`config.mk`:
```
export PLATFORM = sky130hd
export DESIGN_NAME = multi_cycle_control
export DESIGN_NICKNAME = d
export VERILOG_FILES = /design/src/rtl/mips_defs_pkg.sv /design/src/rtl/multi_cycle_control_imm_alu_decode.sv /design/src/rtl/multi_cycle_control.sv
export SDC_FILE = /design/constraint.sdc
export NUM_CORES = 1
export LEC_CHECK = 0
export BUFFER_PORTS_ARGS = -buffer_cell sky130_fd_sc_hd__buf_2
export CAP_MARGIN = 30
export CORE_MARGIN = 10
export CORE_UTILIZATION = 54
export CTS_BUF_LIST = sky130_fd_sc_hd__clkbuf_4 sky130_fd_sc_hd__clkbuf_8
export CTS_CLUSTER_DIAMETER = 150
export DETAILED_ROUTE_END_ITERATION = 12
export PLACE_DENSITY = 0.82
export SYNTH_ARGS = -nofsm -noshare
export SYNTH_HDL_FRONTEND = slang
export SYNTH_SLANG_ARGS = --single-unit
```
`constraint.sdc`:
```
create_clock -name CLK -period 2.1 [get_ports CLK]
set_clock_uncertainty 0.05 [all_clocks]
set_input_delay 0.42 -clock CLK [delete_from_list [all_inputs] [get_ports CLK]]
set_output_delay 0.42 -clock CLK [all_outputs]
set_load 0.01 [all_outputs]
```
`src/rtl/mips_defs_pkg.sv`:
```
// Shared MIPS control definitions: opcodes, ALU-op codes, mux selects,
// multi-cycle state encodings and the single-cycle main decoder.
package mips_defs;

    localparam logic [5:0] OP_RTYPE = 6'b000000;
    localparam logic [5:0] OP_J     = 6'b000010;
    localparam logic [5:0] OP_BEQ   = 6'b000100;
    localparam logic [5:0] OP_ADDI  = 6'b001000;
    localparam logic [5:0] OP_ADDIU = 6'b001001;
    localparam logic [5:0] OP_SLTI  = 6'b001010;
    localparam logic [5:0] OP_SLTIU = 6'b001011;
    localparam logic [5:0] OP_ANDI  = 6'b001100;
    localparam logic [5:0] OP_ORI   = 6'b001101;
    localparam logic [5:0] OP_XORI  = 6'b001110;
    localparam logic [5:0] OP_LUI   = 6'b001111;
    localparam logic [5:0] OP_LW    = 6'b100011;
    localparam logic [5:0] OP_SW    = 6'b101011;

    localparam logic [3:0] ALU_AND  = 4'b0000;
    localparam logic [3:0] ALU_OR   = 4'b0001;
    localparam logic [3:0] ALU_ADD  = 4'b0010;
    localparam logic [3:0] ALU_SUB  = 4'b0110;
    localparam logic [3:0] ALU_SLT  = 4'b0111;
    localparam logic [3:0] ALU_ADDU = 4'b1000;
    localparam logic [3:0] ALU_XOR  = 4'b1010;
    localparam logic [3:0] ALU_SLTU = 4'b1011;
    localparam logic [3:0] ALU_LUI  = 4'b1110;
    localparam logic [3:0] ALU_FUNC = 4'b1111;

    localparam logic [1:0] SRCB_B      = 2'b00;
    localparam logic [1:0] SRCB_FOUR   = 2'b01;
    localparam logic [1:0] SRCB_IMM    = 2'b10;
    localparam logic [1:0] SRCB_IMM_SH = 2'b11;

    localparam logic [1:0] PCSRC_ALU    = 2'b00;
    localparam logic [1:0] PCSRC_ALUOUT = 2'b01;
    localparam logic [1:0] PCSRC_JUMP   = 2'b10;

    typedef enum logic [3:0] {
        S_FETCH    = 4'd0,
        S_DECODE   = 4'd1,
        S_MEMADR   = 4'd2,
        S_MEMREAD  = 4'd3,
        S_MEMWB    = 4'd4,
        S_MEMWRITE = 4'd5,
        S_EXECUTE  = 4'd6,
        S_RWB      = 4'd7,
        S_BRANCH   = 4'd8,
        S_JUMP     = 4'd9,
        S_IEXEC    = 4'd10,
        S_IWB      = 4'd11,
        S_ILLEGAL  = 4'd12
    } state_t;

    function automatic logic is_imm_alu(input logic [5:0] op);
        return (op == OP_ORI)  || (op == OP_ADDI)  || (op == OP_ADDIU) || (op == OP_ANDI) ||
               (op == OP_LUI)  || (op == OP_SLTI)  || (op == OP_SLTIU) || (op == OP_XORI);
    endfunction

    // {alu_op, sign_ext} for the immediate ALU group; ADD/zero-ext otherwise.
    function automatic logic [4:0] imm_decode(input logic [5:0] op);
        case (op)
            OP_ORI:   return {ALU_OR,   1'b0};
            OP_ADDI:  return {ALU_ADD,  1'b1};
            OP_ADDIU: return {ALU_ADDU, 1'b0};
            OP_ANDI:  return {ALU_AND,  1'b0};
            OP_LUI:   return {ALU_LUI,  1'b0};
            OP_SLTI:  return {ALU_SLT,  1'b1};
            OP_SLTIU: return {ALU_SLTU, 1'b1};
            OP_XORI:  return {ALU_XOR,  1'b0};
            default:  return {ALU_ADD,  1'b0};
        endcase
    endfunction

    function automatic state_t decode_next(input logic [5:0] op);
        if (op == OP_LW || op == OP_SW) return S_MEMADR;
        if (op == OP_RTYPE)             return S_EXECUTE;
        if (op == OP_BEQ)               return S_BRANCH;
        if (op == OP_J)                 return S_JUMP;
        if (is_imm_alu(op))             return S_IEXEC;
        return S_ILLEGAL;
    endfunction

    typedef struct packed {
        logic       reg_dst;
        logic       alu_src;
        logic       mem_to_reg;
        logic       reg_write;
        logic       mem_read;
        logic       mem_write;
        logic       branch;
        logic       jump;
        logic       sign_ext;
        logic [3:0] alu_op;
        logic       illegal;
    } sc_ctrl_t;

    // Single-cycle main decoder, kept here so both controllers share one ISA view.
    function automatic sc_ctrl_t sc_decode(input logic [5:0] op);
        sc_ctrl_t c;
        c = '0;
        case (op)
            OP_RTYPE: begin c.reg_dst = 1'b1; c.reg_write = 1'b1; c.alu_op = ALU_FUNC; end
            OP_LW: begin
                c.alu_src = 1'b1; c.mem_to_reg = 1'b1; c.reg_write = 1'b1;
                c.mem_read = 1'b1; c.sign_ext = 1'b1; c.alu_op = ALU_ADD;
            end
            OP_SW: begin c.alu_src = 1'b1; c.mem_write = 1'b1; c.sign_ext = 1'b1; c.alu_op = ALU_ADD; end
            OP_BEQ: begin c.branch = 1'b1; c.sign_ext = 1'b1; c.alu_op = ALU_SUB; end
            OP_J:   c.jump = 1'b1;
            default: begin
                if (is_imm_alu(op)) begin
                    c.alu_src   = 1'b1;
                    c.reg_write = 1'b1;
                    {c.alu_op, c.sign_ext} = imm_decode(op);
                end else begin
                    c.illegal = 1'b1;
                end
            end
        endcase
        return c;
    endfunction

endpackage

```
`src/rtl/multi_cycle_control_imm_alu_decode.sv`:
```
// Latched opcode -> ALU operation and immediate extension for I-type ALU ops.
module imm_alu_decode
    import mips_defs::*;
(
    input  logic [5:0] opcode,
    output logic [3:0] alu_op,
    output logic       sign_ext
);

    always_comb begin
        {alu_op, sign_ext} = imm_decode(opcode);
    end

endmodule

```
`src/rtl/multi_cycle_control.sv`:
```
// Moore control FSM sequencing the MIPS multi-cycle datapath.
// state    | meaning
// FETCH    | read instruction at PC, PC += 4 when memory is ready
// DECODE   | register read, branch target into ALUOut, latch opcode
// MEMADR   | compute load/store address
// MEMREAD  | load access, waits on MemReady
// MEMWB    | load data to rt
// MEMWRITE | store access, waits on MemReady
// EXECUTE  | R-type ALU operation
// RWB      | ALU result to rd
// BRANCH   | BEQ compare, conditional PC load
// JUMP     | PC <= jump target
// IEXEC    | immediate ALU operation
// IWB      | immediate result to rt
// ILLEGAL  | one-cycle IllegalOp pulse
module multi_cycle_control
    import mips_defs::*;
#(
    parameter int STATE_W = 4
) (
    input  logic               CLK,
    input  logic               Reset_L,
    input  logic [5:0]         Opcode,
    input  logic               MemReady,
    output logic               PCWrite,
    output logic               PCWriteCond,
    output logic               IorD,
    output logic               MemRead,
    output logic               MemWrite,
    output logic               IRWrite,
    output logic               MemToReg,
    output logic               RegDst,
    output logic               RegWrite,
    output logic               ALUSrcA,
    output logic [1:0]         ALUSrcB,
    output logic               SignExtend,
    output logic [1:0]         PCSource,
    output logic [3:0]         ALUOp,
    output logic               IllegalOp,
    output logic [STATE_W-1:0] CurState
);

    state_t     state;
    logic [5:0] op_q;
    logic [3:0] imm_alu_op;
    logic       imm_sext;

    imm_alu_decode u_imm_dec (
        .opcode   (op_q),
        .alu_op   (imm_alu_op),
        .sign_ext (imm_sext)
    );

    always_ff @(posedge CLK) begin
        if (!Reset_L) begin
            state <= S_FETCH;
            op_q  <= '0;
        end else begin
            case (state)
                S_FETCH:    if (MemReady) state <= S_DECODE;
                S_DECODE: begin
                    op_q  <= Opcode;
                    state <= decode_next(Opcode);
                end
                S_MEMADR:   state <= (op_q == OP_SW) ? S_MEMWRITE : S_MEMREAD;
                S_MEMREAD:  if (MemReady) state <= S_MEMWB;
                S_MEMWRITE: if (MemReady) state <= S_FETCH;
                S_EXECUTE:  state <= S_RWB;
                S_IEXEC:    state <= S_IWB;
                default:    state <= S_FETCH;
            endcase
        end
    end

    // Reset must blank the outputs in the same cycle, so decode is combinational off the state.
    always_comb begin
        PCWrite     = 1'b0;
        PCWriteCond = 1'b0;
        IorD        = 1'b0;
        MemRead     = 1'b0;
        MemWrite    = 1'b0;
        IRWrite     = 1'b0;
        MemToReg    = 1'b0;
        RegDst      = 1'b0;
        RegWrite    = 1'b0;
        ALUSrcA     = 1'b0;
        ALUSrcB     = SRCB_B;
        SignExtend  = 1'b0;
        PCSource    = PCSRC_ALU;
        ALUOp       = ALU_AND;
        IllegalOp   = 1'b0;
        if (Reset_L) begin
            case (state)
                S_FETCH: begin
                    MemRead = 1'b1;
                    ALUSrcB = SRCB_FOUR;
                    ALUOp   = ALU_ADD;
                    IRWrite = MemReady;
                    PCWrite = MemReady;
                end
                S_DECODE: begin
                    ALUSrcB    = SRCB_IMM_SH;
                    SignExtend = 1'b1;
                    ALUOp      = ALU_ADD;
                end
                S_MEMADR: begin
                    ALUSrcA    = 1'b1;
                    ALUSrcB    = SRCB_IMM;
                    SignExtend = 1'b1;
                    ALUOp      = ALU_ADD;
                end
                S_MEMREAD: begin
                    MemRead = 1'b1;
                    IorD    = 1'b1;
                end
                S_MEMWB: begin
                    RegWrite = 1'b1;
                    MemToReg = 1'b1;
                end
                S_MEMWRITE: begin
                    MemWrite = 1'b1;
                    IorD     = 1'b1;
                end
                S_EXECUTE: begin
                    ALUSrcA = 1'b1;
                    ALUOp   = ALU_FUNC;
                end
                S_RWB: begin
                    RegWrite = 1'b1;
                    RegDst   = 1'b1;
                end
                S_BRANCH: begin
                    ALUSrcA     = 1'b1;
                    ALUOp       = ALU_SUB;
                    PCWriteCond = 1'b1;
                    PCSource    = PCSRC_ALUOUT;
                end
                S_JUMP: begin
                    PCWrite  = 1'b1;
                    PCSource = PCSRC_JUMP;
                end
                S_IEXEC: begin
                    ALUSrcA    = 1'b1;
                    ALUSrcB    = SRCB_IMM;
                    ALUOp      = imm_alu_op;
                    SignExtend = imm_sext;
                end
                S_IWB: begin
                    RegWrite   = 1'b1;
                    ALUOp      = imm_alu_op;
                    SignExtend = imm_sext;
                end
                S_ILLEGAL: IllegalOp = 1'b1;
                default: ;
            endcase
        end
    end

    assign CurState = STATE_W'(state);

endmodule

```
==> run summary, run 1 <==
hold-critical path depth -> 3
drt pass-1 iters -> 4
number of H-tree levels -> 1
CTS Sinks -> 15
Total Negative Setup Slacks -> 0 ns
# fillers -> 163
cts-stage hold buffer count -> 0
final cycle utilization of the critical path -> 97.65%
post-DR wirelength/cell -> 16.33 µm
TritonCTS clock tree -> built
via count of the first global-routing pass -> 1184
Total Routing Usage GR -> 14.87%
Worst Hold Class -> in -> reg
Critical Path Sink Type -> output pin
final antenna diode count -> 0
Post-Syn Area per Cell -> 7.507 µm²
Lkg Pwr -> 0.0006392 µW
width of the chip -> 66.72 µm
final hold violation count -> 0
biggest fanout along the worst timing path -> 3
Data arrival, critical path -> 1.58 ns
commonest non-fill, non-tap cells in the layout -> sky130_fd_sc_hd__buf_2, sky130_fd_sc_hd__nor2_1, sky130_fd_sc_hd__buf_4
sequential element share of the synthesized area -> 25.48%
overall die area -> 4452 µm²
Fmax -> 487.6 MHz
Max IR drop VDD -> 0.4777 mV
number of setup violations in the final report -> 0
unrepaired setup endpoints after global routing -> true
DP Cell Count -> 213
final weighted congestion in routability-driven placement -> 0.9405
proportion of layout cells with a drive suffix above 1 -> 37.76%
result of the run -> finished clean
Clock transition at path regs -> 0.09 ns
number of I/O port buffers -> 32
antenna violation net count after detailed routing -> 0
initial antenna violation count -> 0
HPWL after detailed placement -> 2575 µm
number of nets in the final layout -> 206
area grow syn2layout -> 27.18%
most frequently used flop master after synthesis -> sky130_fd_sc_hd__dfxtp_1
CTS Buf Count -> 3
post-detailed-route via-to-cell ratio -> 6.130
Final Routed Wirelength -> 3641 µm
time the final worst path needs with I/O delays and setup -> 2.051 ns
Congestion Overflow GR -> 0
Worst slew margin -> 66.29%
Floorplan Core Area -> 2022 µm²
# IOs -> 33
Max-Cap Viols -> 0
final count of pins violating max slew -> 0
fraction of registers with async set/reset -> 0%
largest buffer count on any clock path -> 2
Root Buffer -> sky130_fd_sc_hd__clkbuf_4
pin count of the biggest net entering global routing -> 17
count of routing violations after the opening detailed-route iteration -> 101
category of the worst setup path launch point -> flip-flop
Post-synth EDFFs -> 0
Synth Net Count -> 166
most common cell after layout, fill and taps aside -> sky130_fd_sc_hd__buf_2
via count -> 1367
number of cells produced by synthesis -> 157
Cell Pwr Density -> 576.7 nW/µm²
post-synthesis register bit count -> 15
Clock Latency Late Sink -> 0.29 ns
CP required -> 1.63 ns
Residual DRC -> 0
cell row count -> 16
Register-to-Register Path Depth -> 6
pin slew with the least headroom to its limit -> 0.5035 ns
Worst Path Class, Setup -> reg -> out
synthesized area -> 1179 µm²
Die Y -> 66.72 µm
Yosys warning total -> 0
number of library cell types mapped by synthesis -> 50
starting utilization of the core area -> 58.29%
Layout Cells excl Fill -> 223
global-route wire length before repair -> 5499 µm
area by class of cell:
type	instances	area, µm²	share of cell area (%)
clock buffer	3	22.52	1.503
multi-input combinational	122	793.3	52.92
inverter	6	22.52	1.503
timing repair buffer	49	306.5	20.45
sequential	15	315.3	21.03
tap	27	33.78	2.254
clock inverter	1	5.005	0.3339
report_power, final:
part	internal (µW)	switching, µW	total (µW)
Combinational	164	186	349
Clock	70.9	100	171
Sequential	310	34.4	344
Total	544	320	864
cells by family (layout without fill, tap and decap cells):
| kind of cell | count (synthesis) | in the layout | synth area share, % |
|---|---|---|---|
| buffers and inverters | 20 | 59 | 8.597 |
| flip-flops | 15 | 15 | 25.48 |
| multiplexers | 5 | 5 | 5.414 |
| adder cells (fa/ha/maj) | 1 | 1 | 0.8493 |
| AO/OA/AOI/OAI | 36 | 36 | 20.70 |
| XOR/XNOR | 3 | 3 | 2.230 |
| AND/OR/NAND/NOR | 77 | 77 | 36.73 |
critical path: stages (launching register included):
cell                      delay [ns]
sky130_fd_sc_hd__dfxtp_2        0.36
sky130_fd_sc_hd__or3b_4         0.40
sky130_fd_sc_hd__o21ai_2        0.13
sky130_fd_sc_hd__a21oi_1        0.09
sky130_fd_sc_hd__o21a_1         0.18
sky130_fd_sc_hd__buf_2          0.13
stage by stage:
| stage | total power, µW | utilization, % | setup WS [ns] | instance area [µm²] | hold slack [ns] |
|---|---|---|---|---|---|
| global route | 911.9 | 74.13 | -0.04022 | 1499 | 0.3700 |
| finish | 864.4 | 74.13 | 0.04926 | 1499 | 0.3805 |
| floorplan | 568.1 | - | 0.1180 | 1179 | 0.4088 |
| CTS | 834.0 | 70.48 | 0.03797 | 1425 | 0.3594 |
| global placement | 657.4 | 68.69 | 0.2127 | 1389 | 0.4401 |
| detailed placement | 665.6 | 68.69 | 0.1795 | 1389 | 0.4528 |
synthesized netlist by cell type, types with 3 or more instances:
cell type / n / share of area [%]
sky130_fd_sc_hd__o21ai_0: 5 / 2.1
sky130_fd_sc_hd__or2_2: 3 / 1.6
sky130_fd_sc_hd__a21oi_1: 13 / 5.5
sky130_fd_sc_hd__nand3b_1: 4 / 2.5
sky130_fd_sc_hd__inv_1: 6 / 1.9
sky130_fd_sc_hd__mux2i_1: 3 / 2.5
sky130_fd_sc_hd__nor3b_1: 3 / 1.9
sky130_fd_sc_hd__nor2_1: 20 / 6.4
sky130_fd_sc_hd__nand2b_1: 5 / 2.7
sky130_fd_sc_hd__nand2_1: 13 / 4.1
sky130_fd_sc_hd__buf_2: 3 / 1.3
sky130_fd_sc_hd__nand3_1: 10 / 4.2
sky130_fd_sc_hd__dfxtp_1: 15 / 25
sky130_fd_sc_hd__o21a_1: 4 / 2.5
sky130_fd_sc_hd__a211oi_1: 3 / 1.9
sky130_fd_sc_hd__clkbuf_1: 6 / 1.9
what timing repair did:
| item | 4_1_cts | 5_1_grt |
|---|---|---|
| cloned | 0 | 0 |
| endpoints found under the setup margin | 7 | 7 |
| gates resized for setup | 7 | 9 |
| pin swaps | 1 | 4 |
| setup buffers | 0 | 6 |
layer usage:
metal,track usage [%],up-vias,share of wire [%]
met1,16.85,638,38
met5,0,-,0
li1,-,635,-
met4,4.974,0,3.1
met3,3.177,17,7.7
met2,26.54,77,51
final timing paths:
path | slack (ns) | start | end
min | 0.38 | Opcode[4] | op_q[4]$_SDFFE_PN0P_
min reg2reg | 0.45 | op_q[5]$_SDFFE_PN0P_ | op_q[5]$_SDFFE_PN0P_
max reg2reg | 0.12 | CurState[1]$_SDFFE_PN0P_ | flip-flop
max | 0.05 | CurState[1]$_SDFFE_PN0P_ | ALUOp[1]
Note: power is estimated with default switching activity, not from simulation.
==> inputs of run 2 (changes only) <==
- CORE_MARGIN: 10 -> 8
==> run 2 against run 1 <==
  * Total power down 1.1%
  * Combinational power down 3%
  * Critical path depth unchanged
  * Register-to-register slack about the same
  * Setup slack worse by 0.024 ns
  * Non-clock buffer count down 2
  * Worst hold slack worse by 0.050 ns
  * Sequential share of layout area up 0.18 points
  * Count of clock-buffer cells in the layout unchanged
  * Sequential cell count unchanged
  * Highest routed layer unchanged
==> run summary, run 2 (synthesized netlist as in run 1, its figures left out) <==
Die Y -> 62.72 µm
Total Routing Usage GR -> 16.26%
Fmax -> 482.1 MHz
unrepaired setup endpoints after global routing -> true
CP required -> 1.63 ns
pre-CTS worst setup slack -> 0.1704 ns
Clock Latency Late Sink -> 0.30 ns
final hold violation count -> 0
number of nets in the final layout -> 204
CTS Buf Count -> 3
Residual DRC -> 0
Worst Hold Class -> in -> reg
count of routing violations after the opening detailed-route iteration -> 101
Max IR drop VDD -> 0.5297 mV
biggest fanout along the worst timing path -> 3
CTS Sinks -> 15
Worst Slack Setup Final -> 0.02556 ns
category of the worst setup path launch point -> flip-flop
pin slew with the least headroom to its limit -> 0.4607 ns
time the final worst path needs with I/O delays and setup -> 2.074 ns
via count -> 1313
via count of the first global-routing pass -> 1192
number of buffers and inverters on the critical path -> 1
largest stage delay on the critical path -> 0.39 ns
final count of pins violating max slew -> 0
Max-Cap Viols -> 0
cell row count -> 17
number of H-tree levels -> 1
Lkg Pwr -> 0.0006305 µW
Congestion Overflow GR -> 0
HPWL after detailed placement -> 2547 µm
starting utilization of the core area -> 55.41%
Worst Path Class, Setup -> reg -> out
Cell Pwr Density -> 577.6 nW/µm²
width of the chip -> 62.72 µm
number of setup violations in the final report -> 0
initial antenna violation count -> 0
post-detailed-route via-to-cell ratio -> 5.914
commonest non-fill, non-tap cells in the layout -> sky130_fd_sc_hd__buf_2, sky130_fd_sc_hd__nor2_1, sky130_fd_sc_hd__buf_4
# IOs -> 33
overall die area -> 3934 µm²
TritonCTS clock tree -> built
largest buffer count on any clock path -> 2
proportion of layout cells with a drive suffix above 1 -> 36.08%
total chip power -> 854.9 µW
result of the run -> finished clean
antenna violation net count after detailed routing -> 0
cts-stage hold buffer count -> 0
drt pass-1 iters -> 4
Worst slew margin -> 69.16%
Floorplan Core Area -> 2127 µm²
Final Routed Wirelength -> 3357 µm
final cycle utilization of the critical path -> 98.78%
number of I/O port buffers -> 32
cell-by-cell listing of the critical path -> or3b_4 > o21ai_1 > a21oi_1 > o21a_1 > buf_2
pin count of the biggest net entering global routing -> 17
Clock transition at path regs -> 0.10 ns
post-DR wirelength/cell -> 15.12 µm
category of cells accounting for the largest share of critical-path delay -> compound AO/OA/AOI/OAI gates
Critical Path Sink Type -> output pin
instance count on the critical path -> 5
area grow syn2layout -> 25.58%
global-route wire length before repair -> 5485 µm
final weighted congestion in routability-driven placement -> 0.8332
Data arrival, critical path -> 1.60 ns
Slowest cell on crit path -> sky130_fd_sc_hd__or3b_4
Register-to-Register Path Depth -> 6
final antenna diode count -> 0
most common cell after layout, fill and taps aside -> sky130_fd_sc_hd__buf_2
Root Buffer -> sky130_fd_sc_hd__clkbuf_4
hold-critical path depth -> 3
run 2: cell types whose count changed in the layout (fill, tap and decap cells not counted), sizes merged:
cell and change:
buf -2
run 2: layout make-up:
type,count,area (µm²)
Fill cell,187,646.9
Clock buffer,3,22.52
Multi-Input combinational cell,122,789.5
Tap cell,28,35.03
Inverter,6,22.52
Sequential cell,15,314.1
Clock inverter,1,5.005
Timing Repair Buffer,47,291.5
run 2: path summary, 6_finish.rpt:
kind / startpoint / to / slack [ns]
min reg2reg: op_q[3]$_SDFFE_PN0P_ / flip-flop / 0.47
max reg2reg: CurState[1]$_SDFFE_PN0P_ / flip-flop / 0.13
min: Opcode[4] / op_q[4]$_SDFFE_PN0P_ / 0.33
max: CurState[1]$_SDFFE_PN0P_ / ALUOp[1] / 0.03
run 2: timing repair:
| item | 4_1_cts | 5_1_grt |
|---|---|---|
| setup buffers | 0 | 4 |
| pin swaps | 1 | 3 |
| resized for setup | 8 | 6 |
| setup endpoints to repair | 7 | 4 |
| gates cloned | 0 | 0 |
run 2: worst min-delay path, delay by kind of cell:
kind	cells	cell delay, ns
AO/OA/AOI/OAI	1	0.05
AND/OR/NAND/NOR	1	0.05
buffers and inverters	1	0.13
run 2: stage by stage:
stage	setup TNS [ns]	instances	hold WS (ns)	instance area, µm²	utilization (%)
after floorplan	0	157	0.4088	1179	-
after global placement	0	214	0.4317	1390	65.35
after detailed placement	0	214	0.4392	1390	65.35
after CTS	0	218	0.3374	1429	67.18
after global routing	-0.06202	222	0.3271	1480	69.59
final	0	222	0.3310	1480	69.59
run 2: layer usage:
layer  share of wire, %  global-route usage (%)
met1                 41                   18.25
met2                 51                   29.88
met3                6.8                   3.584
met4                1.6                   4.274
met5                  0                       0
run 2: power breakdown:
group / internal (µW) / switching (µW) / leakage (µW) / total, µW
combinational: 160 / 177 / 0.000488 / 337
clock: 71.0 / 104 / 0.0000177 / 175
sequential: 308 / 34.8 / 0.000125 / 343
total: 539 / 316 / 0.000630 / 855
==> inputs of run 3 (changes only) <==
- CORE_UTILIZATION: 54 -> 51
- CTS_CLUSTER_SIZE: not set -> 14
- PLACE_DENSITY: 0.82 -> 0.81
- SYNTH_HIERARCHICAL: not set -> 1
==> run 3 against run 2 <==
  * Sequential power down 1%
  * Register-to-register slack better by 0.48 ns
  * The flow now finishes with violations (setup timing)
  * Global-route usage up 0.16 points
  * Combinational power up 99%
  * Highest routed layer unchanged
  * Critical endpoint unchanged
==> run summary, run 3 <==
result of the run -> finished, violations left
failing checks -> setup timing
Lkg Pwr -> 0.0005467 µW
Worst Hold Class -> in -> reg
Clock Latency Late Sink -> 0.25 ns
Worst Slack Setup Final -> -0.2013 ns
Largest register FFs -> 6
Fmax -> 434.5 MHz
Post-Syn Area per Cell -> 6.847 µm²
Worst slew margin -> 72.28%
reg2reg setup slack -> 0.61 ns
number of nets in the final layout -> 188
initial antenna violation count -> 0
area fraction of the dominant cell type after synthesis -> 20.30%
post-detailed-route via-to-cell ratio -> 5.468
antenna violation net count after detailed routing -> 0
Register-to-Register Path Depth -> 5
most common cell in the netlist -> sky130_fd_sc_hd__nand2_1
final hold violation count -> 0
Die Y -> 59.97 µm
number of setup violations in the final report -> 3
startpoint of the worst register-to-register path -> CurState[2]$_SDFFE_PN0P_
overall die area -> 3596 µm²
Synth Net Count -> 153
number of H-tree levels -> 1
# fillers -> 209
Layout Cells excl Fill -> 205
Final Routed Wirelength -> 2833 µm
number of cells produced by synthesis -> 144
cell type with the highest aggregate area in the netlist -> sky130_fd_sc_hd__dfxtp_1
capture endpoint of the worst hold path -> op_q[3]$_SDFFE_PN0P_
Clock transition at path regs -> 0.06 ns
Floorplan Core Area -> 1882 µm²
CTS Buf Count -> 3
final cycle utilization of the critical path -> 109.6%
hold-critical path depth -> 3
number of I/O port buffers -> 32
final weighted congestion in routability-driven placement -> 0.8145
final count of pins violating max slew -> 0
Residual DRC -> 0
pre-CTS worst setup slack -> 0.009064 ns
largest stage delay on the critical path -> 0.39 ns
HPWL after detailed placement -> 2200 µm
time the final worst path needs with I/O delays and setup -> 2.301 ns
largest buffer count on any clock path -> 2
number of library cell types mapped by synthesis -> 49
Worst Path Class, Setup -> reg -> out
via count of the first global-routing pass -> 1129
Max-Cap Viols -> 0
GRT met1 Usage -> 18.22%
launch point of the worst hold path -> Opcode[3]
register with the highest flop count -> op_q
final antenna diode count -> 0
Post-synth EDFFs -> 0
biggest fanout along the worst timing path -> 2
TritonCTS clock tree -> built
cell types with the largest area share after synthesis -> sky130_fd_sc_hd__dfxtp_1, sky130_fd_sc_hd__nand2_1, sky130_fd_sc_hd__nor2_1
cell row count -> 16
global routing met2 resource utilization -> 29.85%
starting utilization of the core area -> 52.39%
Cell Pwr Density -> 932.4 nW/µm²
pin slew with the least headroom to its limit -> 0.4103 ns
routing layer with the top usage in global route -> met2
global-route wire length before repair -> 4754 µm
Slowest cell on crit path -> sky130_fd_sc_hd__or3b_4
area grow syn2layout -> 27.79%
fraction of registers with async set/reset -> 0%
Yosys warning total -> 6
most common cell after layout, fill and taps aside -> sky130_fd_sc_hd__buf_2
DP Cell Count -> 201
capture point of the worst reg-to-reg path -> CurState[0]$_SDFFE_PN0P_
width of the chip -> 59.97 µm
Congestion Overflow GR -> 0
post-DR wirelength/cell -> 13.82 µm
Root Buffer -> sky130_fd_sc_hd__clkbuf_4
synthesized area -> 985.9 µm²
sequential element share of the synthesized area -> 20.30%
cell-by-cell listing of the critical path -> or3b_4 > or3_1 > a31oi_1 > nor2_1 > o21a_1 > buf_2
unrepaired setup endpoints after global routing -> true
most frequently used flop master after synthesis -> sky130_fd_sc_hd__dfxtp_1
commonest non-fill, non-tap cells in the layout -> sky130_fd_sc_hd__buf_2, sky130_fd_sc_hd__nand2_1, sky130_fd_sc_hd__nor2_1
# IOs -> 33
via count -> 1121
final core occ -> 66.95%
category of the worst setup path launch point -> flip-flop
most numerous cell types in the synthesized netlist -> sky130_fd_sc_hd__nand2_1, sky130_fd_sc_hd__nor2_1, sky130_fd_sc_hd__dfxtp_1
Critical Path Sink Type -> output pin
GR Layer Usage met3 -> 3.871%
post-synthesis register bit count -> 10
pin count of the biggest net entering global routing -> 21
Total Routing Usage GR -> 16.42%
Data arrival, critical path -> 1.83 ns
count of routing violations after the opening detailed-route iteration -> 34
Max IR drop VDD -> 0.7023 mV
cts-stage hold buffer count -> 0
drt pass-1 iters -> 4
CTS Sinks -> 10
CP required -> 1.63 ns
proportion of layout cells with a drive suffix above 1 -> 34.83%
## run 3: kinds of logic after synthesis
group	share of synthesized area [%]
simple gates	41.88
fa+ha+maj	1.015
buf+inv	6.852
compound gates	24.37
xor+xnor	3.554
mux	2.031
flops	20.30
## run 3: how the worst max path moves through the flow
| stage | from | end |
|---|---|---|
| after floorplan | op_q[5]$_SDFFE_PN0P_ | ALUOp[1] |
| after CTS | op_q[3]$_SDFFE_PN0P_ | ALUOp[1] |
| after global routing | op_q[3]$_SDFFE_PN0P_ | ALUOp[1] |
| after global placement | op_q[3]$_SDFFE_PN0P_ | ALUOp[1] |
| final | op_q[5]$_SDFFE_PN0P_ | ALUOp[1] |
| after detailed placement | op_q[3]$_SDFFE_PN0P_ | ALUOp[1] |
## run 3: worst max-delay path: cells and delay by family, from the launching register on
kind            cells  cell delay, ns
simple gates        3            0.78
compound gates      2            0.34
flops               1            0.32
buf+inv             1            0.13
## run 3: final cells by class
type                       instances  area (µm²)  area share [%]
clock buffer                       4       36.28           2.880
timing repair buffer              39       216.5           17.18
multi-input combinational        122       755.7           59.98
tap                               27       33.78           2.681
inverter                           3       11.26          0.8937
sequential                        10       206.4           16.39
## run 3: repair_timing
action | CTS | global route
pin swaps | 5 | 6
buffers inserted | 1 | 0
endpoints found under the setup margin | 4 | 6
endpoints found under the hold margin | 0 | 0
gates resized for setup | 6 | 9
gates cloned | 0 | 0
## run 3: layer usage
metal  part of all wire (%)  vias to the layer above
li1                       -                      572
met1                     43                      509
met2                     49                       36
met3                    7.2                        4
met4                   0.67                        0
met5                      0                        -
## run 3: stage by stage
stage | total power, µW | setup TNS [ns] | hold WS [ns] | cell area (µm²)
after CTS | 1157 | -0.5188 | 0.3870 | 1240
after global placement | 938.3 | 0 | 0.3997 | 1176
after detailed placement | 963.5 | 0 | 0.4233 | 1176
after global routing | 1279 | -0.6009 | 0.4043 | 1260
final | 1175 | -0.3342 | 0.3977 | 1260
after floorplan | 776.8 | 0 | 0.3889 | 985.9
## run 3: power by group
| part | internal [µW] | switching (µW) |
|---|---|---|
| logic | 296 | 374 |
| clock network | 105 | 62.2 |
| registers | 242 | 95.5 |
| total | 643 | 532 |
